--- src/rtl/if_fetch_unit.sv ---
// Instruction fetch unit: keeps one request outstanding to instruction memory and delivers a
// registered PC/instruction pair per completed fetch, handling stalls and branch redirects.
module if_fetch_unit #(
  parameter logic [31:0] RESET_VECTOR = 32'h0000_0000
) (
  input  logic        clk,
  input  logic        rst,
  input  logic        stall,
  input  logic        redirect,
  input  logic [31:0] redirect_target,
  output logic        imem_read,
  output logic [31:0] imem_addr,
  input  logic [31:0] imem_readdata,
  input  logic        imem_busywait,
  output logic [31:0] if_pc,
  output logic [31:0] if_instr,
  output logic        if_valid
);

  typedef enum logic [1:0] {StIdle, StReq, StDiscard} state_e;

  state_e      state_q;
  logic [31:0] fetch_pc_q;
  logic [31:0] req_addr_q;
  logic        complete;
  logic [31:0] target;

  assign complete  = ~imem_busywait;
  assign target    = redirect_target & ~32'h3;
  assign imem_read = (state_q != StIdle);
  assign imem_addr = req_addr_q;

  always_ff @(posedge clk) begin
    if (!rst) begin
      state_q    <= StIdle;
      fetch_pc_q <= RESET_VECTOR;
      req_addr_q <= RESET_VECTOR;
      if_pc      <= RESET_VECTOR;
      if_instr   <= 32'h0000_0013;
      if_valid   <= 1'b0;
    end else begin
      if_valid <= 1'b0;
      if (redirect) fetch_pc_q <= target;
      case (state_q)
        StIdle: begin
          req_addr_q <= redirect ? target : fetch_pc_q;
          state_q    <= StReq;
        end
        StReq: begin
          if (redirect) begin
            // A busy request cannot be withdrawn; let it finish and drop its data.
            if (complete) req_addr_q <= target;
            else          state_q    <= StDiscard;
          end else if (complete && !stall) begin
            if_pc      <= req_addr_q;
            if_instr   <= imem_readdata;
            if_valid   <= 1'b1;
            fetch_pc_q <= req_addr_q + 32'd4;
            req_addr_q <= req_addr_q + 32'd4;
          end
        end
        StDiscard: begin
          if (complete) begin
            // A redirect landing on the completion cycle is the newest target.
            req_addr_q <= redirect ? target : fetch_pc_q;
            state_q    <= StReq;
          end
        end
        default: state_q <= StIdle;
      endcase
    end
  end

endmodule

--- config.mk ---
export PLATFORM = sky130hd
export DESIGN_NAME = if_fetch_unit
export DESIGN_NICKNAME = d
export VERILOG_FILES = /design/src/rtl/if_fetch_unit.sv
export SDC_FILE = /design/constraint.sdc
export NUM_CORES = 1
export LEC_CHECK = 0
export ABC_AREA = 1
export ABC_CLOCK_PERIOD_IN_PS = 2200
export CAP_MARGIN = 20
export CORE_MARGIN = 4
export CORE_UTILIZATION = 35
export DETAILED_ROUTE_END_ITERATION = 8
export SETUP_SLACK_MARGIN = 0.02
export SLEW_MARGIN = 10
export SYNTH_ARGS = -nofsm -noshare
export SYNTH_HDL_FRONTEND = slang
export SYNTH_SLANG_ARGS = --single-unit
--- constraint.sdc ---
create_clock -name clk -period 2.2 [get_ports clk]
set_clock_uncertainty 0.2 [all_clocks]
set_input_delay 0.22 -clock clk [delete_from_list [all_inputs] [get_ports clk]]
set_output_delay 0.22 -clock clk [all_outputs]
set_load 0.02 [all_outputs]
Yosys cells after proc, flatten, opt, wreduce, memory -nomap -nowiden
Cells that the tools add are included.
Widths: inputs -> output; s select.
{"block": "totals", "register_bits": 131, "latch_bits": 0, "ram_bits": 0, "rom_bits": 0, "inputBits": 69, "output_inout_bits": 98, "word_cells": 41, "memories": 0}
{"block": "op_classes", "add_sub_neg": 1, "mul": 0, "n_div": 0, "n_lt_le_gt_ge": 0, "eq_ne": 7, "shifts": 0, "mux": 14, "n_bitwise": 4, "reduce_logical": 9}
{"op": "$mux 32", "count": 8}
{"op": "$pmux 32 s3", "count": 1}
{"op": "$add 32x3->32 const B", "count": 1}
{"op": "$mux 2", "count": 3}
{"op": "$ne 2x2->1 const B", "count": 3}
{"op": "$ne 3x3->1 const B", "count": 2}
{"op": "$pmux 2 s3", "count": 1}
{"op": "$reduce_and 3->1", "count": 2}
{"op": "$not 1->1", "count": 4}
{"op": "$reduce_and 4->1", "count": 1}
{"op": "$reduce_bool 3->1", "count": 1}
{"op": "$reduce_or 3->1", "count": 1}
{"op": "$eq 2x1->1 const B", "count": 1}
{"op": "$eq 2x2->1 const B", "count": 1}
{"op": "$logic_not 2->1", "count": 1}
{"op": "$reduce_bool 2->1", "count": 1}
{"op": "$logic_and 1x1->1", "count": 1}
{"op": "$logic_not 1->1", "count": 1}
{"op": "$mux 1", "count": 1}

Logic depth before layout (Yosys ltp)
{"block": "logic_depth", "ltp_word": 5, "ltp_mapped": 10, "ltp_nobuf": 10}

Worst setup path after synthesis
No wires, ideal clock.
{"block": "synth_timing", "path_kind": "reg-to-reg", "start": "register req_addr_q[3], in the netlist imem_addr[3]", "end": "register fetch_pc_q[22]", "setup_time_ns": 0.113, "arrival_ns": 1.497, "required_time_ns": 1.887, "slack_ns": 0.390, "stages_incl_launch_ff": 11, "path_buffers": 0, "period_less_slack_ns": 1.810, "cell_sequence": "dfxtp_1 > ha_1 > nand2_2 > nor2_4 > nand2_4 > nor2_4 > nand2_1 > nand2_1 > nand2_1 > o21ai_1 > inv_1"}
{"block": "synth_via", "elab_chain_cells": 4}
{"element": "start, declared", "line": "24", "rtl": "logic [31:0] req_addr_q;"}
{"element": "start signal, assigned", "line": "46", "rtl": "req_addr_q <= redirect ? target : fetch_pc_q;"}
{"element": "start signal, assigned", "line": "52", "rtl": "if (complete) req_addr_q <= target;"}
{"element": "start signal, assigned", "line": "59", "rtl": "req_addr_q <= req_addr_q + 32'd4;"}
{"element": "$add 32x3->32", "line": "58", "rtl": "fetch_pc_q <= req_addr_q + 32'd4;"}
{"element": "$mux 32", "line": "54", "rtl": "end else if (complete && !stall) begin"}
{"element": "$mux 32", "line": "50", "rtl": "if (redirect) begin"}
{"element": "$mux 32", "line": "44", "rtl": "case (state_q)"}
{"element": "end signal, assigned", "line": "43", "rtl": "if (redirect) fetch_pc_q <= target;"}
{"element": "end signal, assigned", "line": "58"}
{"element": "end, declared", "line": "23", "rtl": "logic [31:0] fetch_pc_q;"}
No other way between the ends.
A chain may end at the register's enable or synchronous reset.

Worst setup path in the final report
{"block": "layout_timing", "start": "register req_addr_q[16], in the netlist imem_addr[16]", "end": "output imem_addr[16]"}
{"element": "end, declared", "line": "12", "rtl": "output logic [31:0] imem_addr,"}
No word-level cell between the ends.

==> summary.md <==
| Metric | Value |
|---|---|
| Buf/Inv on CP | `1` |
| Hold slack | `0.0656 ns` |
| Number of port buffers | `164` |
| Final Critical Period | `2.09 ns` |
| N_diodes | `0` |
| CP peak stage delay | `0.71 ns` |
| Area grow syn2layout | `41.3%` |
| Post-CTS Setup Repair Bufs | `0` |
| First-pass GRT wire length | `31100 microns` |
| Cell Chain, Critical Path | `clkdlybuf4s50_1` |
| Clk_lat worst skew | `0.41 ns` |
| Max cap viols | `0` |
| Root Buffer | `clkbuf_16` |
| WHS Path Cells | `4` |
| RSZ-0062 raised after global routing | `no` |
| CTS tree | `built` |
| Synthesis Warnings | `0` |
| Distinct cells, synth | `34` |
| H-tree Lvls | `4` |
| Synthesized flop and latch total | `131` |
| Mapped Cells | `907` |
| Class of the worst hold path | `input pin to flop` |
| Routed wire length | `19400 microns` |
| Initial DRC Count | `356` |
| Drt wl/cell | `14.8 microns` |
| Grt ovf | `0` |
| Clock buffer depth | `2` |
| Residual DRC count | `0` |
| Vias in the first global route | `5854` |
| WP data required | `1.78 ns` |
| Setup TNS | `0 ns` |
| Sequential-to-total area share from yosys stat | `42.1%` |
| Register-to-Register Path Depth | `8` |
| HP Start | `redirect` |
| Worst-path clk slew | `0.06 ns` |
| EDFF count, synth | `0` |
| Reg2reg start | `imem_addr[3]$_SDFFE_PN0P_` |
| Largest net degree at the start of global routing | `66` |
| Worst hold endpoint | `state_q[1]$_SDFFE_PN0P_` |
| Top FF cell, synth | `dfxtp_1` |
| Clock sink count | `131` |
| Layout cells sized above 1 | `8.53%` |
| Post-DP HPWL | `13500 microns` |
| Max Transition Viols Final | `0` |
| Hold Vio Cnt, Final | `0` |
| Synth Net Count | `977` |
| Total power | `0.00682 W` |
| CP Data Arrival Time | `1.67 ns` |
| Least-Margin Pin Slew | `0.490 ns` |
| Final period util | `94.8%` |
| Reg-to-reg endpoint | `imem_addr[18]$_SDFFE_PN0P_` |
| Setup crit start kind | `flop` |
| Slew HR | `67.3%` |
| Die extent in x | `141 microns` |
| Initial DRT Pass Iterations | `5` |
| Slowest CP cell | `clkdlybuf4s50_1` |
| R2r setup slk | `0.28 ns` |
| DR vias | `6307` |
| Leak | `3.60 nW` |
| Asr flop ratio synth | `0%` |
| Die Area | `20000 sq um` |
| Num ports | `167` |
| Gr usage total | `19.2%` |
| Antenna violations before repair | `0` |
| ANT nets after route | `0` |
| Critical Path End Type | `primary output` |
| Critical path class | `flop to primary output` |
| Vias per std cell | `4.84` |
| Mapped Area | `6230 sq um` |
| Nets | `1136` |
| Top delay family on crit path | `buffers and inverters` |
| Final setup vio count | `0` |
| Crit path launch | `imem_addr[16]$_SDFFE_PN0P_` |
| Power per Cell Area | `775 nW/um^2` |
| GPL Wtd Cong | `0.810` |
| Core ar. | `17400 sq um` |
| CP max FO | `6` |
| Total CTS buffers | `17` |
| Initial Utilization | `35.9%` |
| Worst VDD drop | `542 uV` |
| Avg Inst Size Synth | `6.87 sq um` |
| Outcome | `finished, final reports clean` |
| Achievable frequency | `0.479 GHz` |
| Site Rows | `48` |
| Die H | `141 microns` |
kinds of logic (layout without fill, tap and decap cells):
group | Yosys count | after routing | share of synthesized area, %
flip-flops | 131 | 131 | 42.1
AND/OR/NAND/NOR | 386 | 386 | 25.5
XOR/XNOR | 15 | 15 | 2.11
AO/OA/AOI/OAI | 231 | 231 | 20.5
buffers and inverters | 143 | 315 | 9.58
adder cells (fa/ha/maj) | 1 | 1 | 0.201
registers in the layout, summed over array words and instances, names as in the netlist:
signal and cells:
if_pc 32, if_instr 32, imem_addr 32, state_q 2, fetch_pc_q 32, if_valid 1
cells in the final DEF, fill, tap and decap left out, types with 6 or more instances in the layout:
cell type / count
xor2_1: 12
inv_1: 87
nand3_1: 17
a211oi_1: 16
nand2_2: 7
a21boi_0: 6
dfxtp_1: 131
nor2_2: 7
o21ai_1: 20
clkdlybuf4s50_1: 162
clkbuf_16: 17
o21ai_0: 100
a31oi_1: 14
nor2_4: 6
buf_4: 21
nand2_1: 162
nor2_1: 174
a21oi_1: 68
cells in the mapped netlist (6+ instances only):
| library cell | instances | area [sq um] |
|---|---|---|
| a211oi_1 | 16 | 120 |
| nand2_2 | 8 | 50.1 |
| buf_2 | 19 | 95.1 |
| a21oi_1 | 68 | 340 |
| a21boi_0 | 6 | 45.0 |
| o21ai_1 | 20 | 100 |
| clkbuf_1 | 23 | 86.3 |
| a31oi_1 | 14 | 87.6 |
| nand2_1 | 162 | 608 |
| inv_1 | 87 | 327 |
| nor2_2 | 8 | 50.1 |
| nor2_1 | 174 | 653 |
| xor2_1 | 12 | 105 |
| nand3_1 | 17 | 85.1 |
| o21ai_0 | 100 | 500 |
| dfxtp_1 | 131 | 2620 |
where the power goes:
group	total (W)	internal (W)	switching, W
clock	0.00302	0.00195	0.00107
sequential	0.00266	0.00252	0.000143
combinational	0.00114	0.000506	0.000629
total	0.00682	0.00497	0.00184
final cells by class:
class / count / area, sq um
timing repair buffer: 190 / 1890
inverter: 93 / 350
multi-input combinational: 633 / 3020
sequential: 131 / 2620
fill: 1767 / 8560
clock inverter: 13 / 183
tap: 225 / 282
clock buffer: 19 / 453
worst max path at each step:
stage                                  to  slack, ns  cells after the start
2_1_floorplan   fetch_pc_q[22]$_SDFF_PN0_       0.39                     10
3_5_place_dp    imem_addr[5]$_SDFFE_PN0P_       0.13                      9
3_3_place_gp   imem_addr[20]$_SDFFE_PN0P_       0.16                      8
6_report                    imem_addr[16]       0.11                      1
4_1_cts                     imem_addr[16]       0.09                      1
5_1_grt        imem_addr[12]$_SDFFE_PN0P_       0.03                      8
stage by stage:
stage / setup slack, ns / cell area, sq um / utilization (%) / cells
final: 0.114 / 8800 / 50.7 / 1304
after global routing: 0.0322 / 8800 / 50.7 / 1304
after CTS: 0.0916 / 8790 / 50.7 / 1304
after detailed placement: 0.125 / 8160 / 47.0 / 1272
after global placement: 0.164 / 8160 / 47.0 / 1272
after floorplan: 0.390 / 6230 / - / 907
timing repair:
action,4_1_cts,5_1_grt
resized for setup,0,1
hold buffers,0,0
endpoints found under the setup margin,0,1
per-layer routing:
layer	vias to the layer above	wire, microns	GRT usage (%)
met5	-	0	0
met1	2850	9270	26.5
met4	0	254	4.09
met2	189	8530	30.7
met3	22	1310	4.95
li1	3246	-	-
Power figures use the tool's default switching activity.
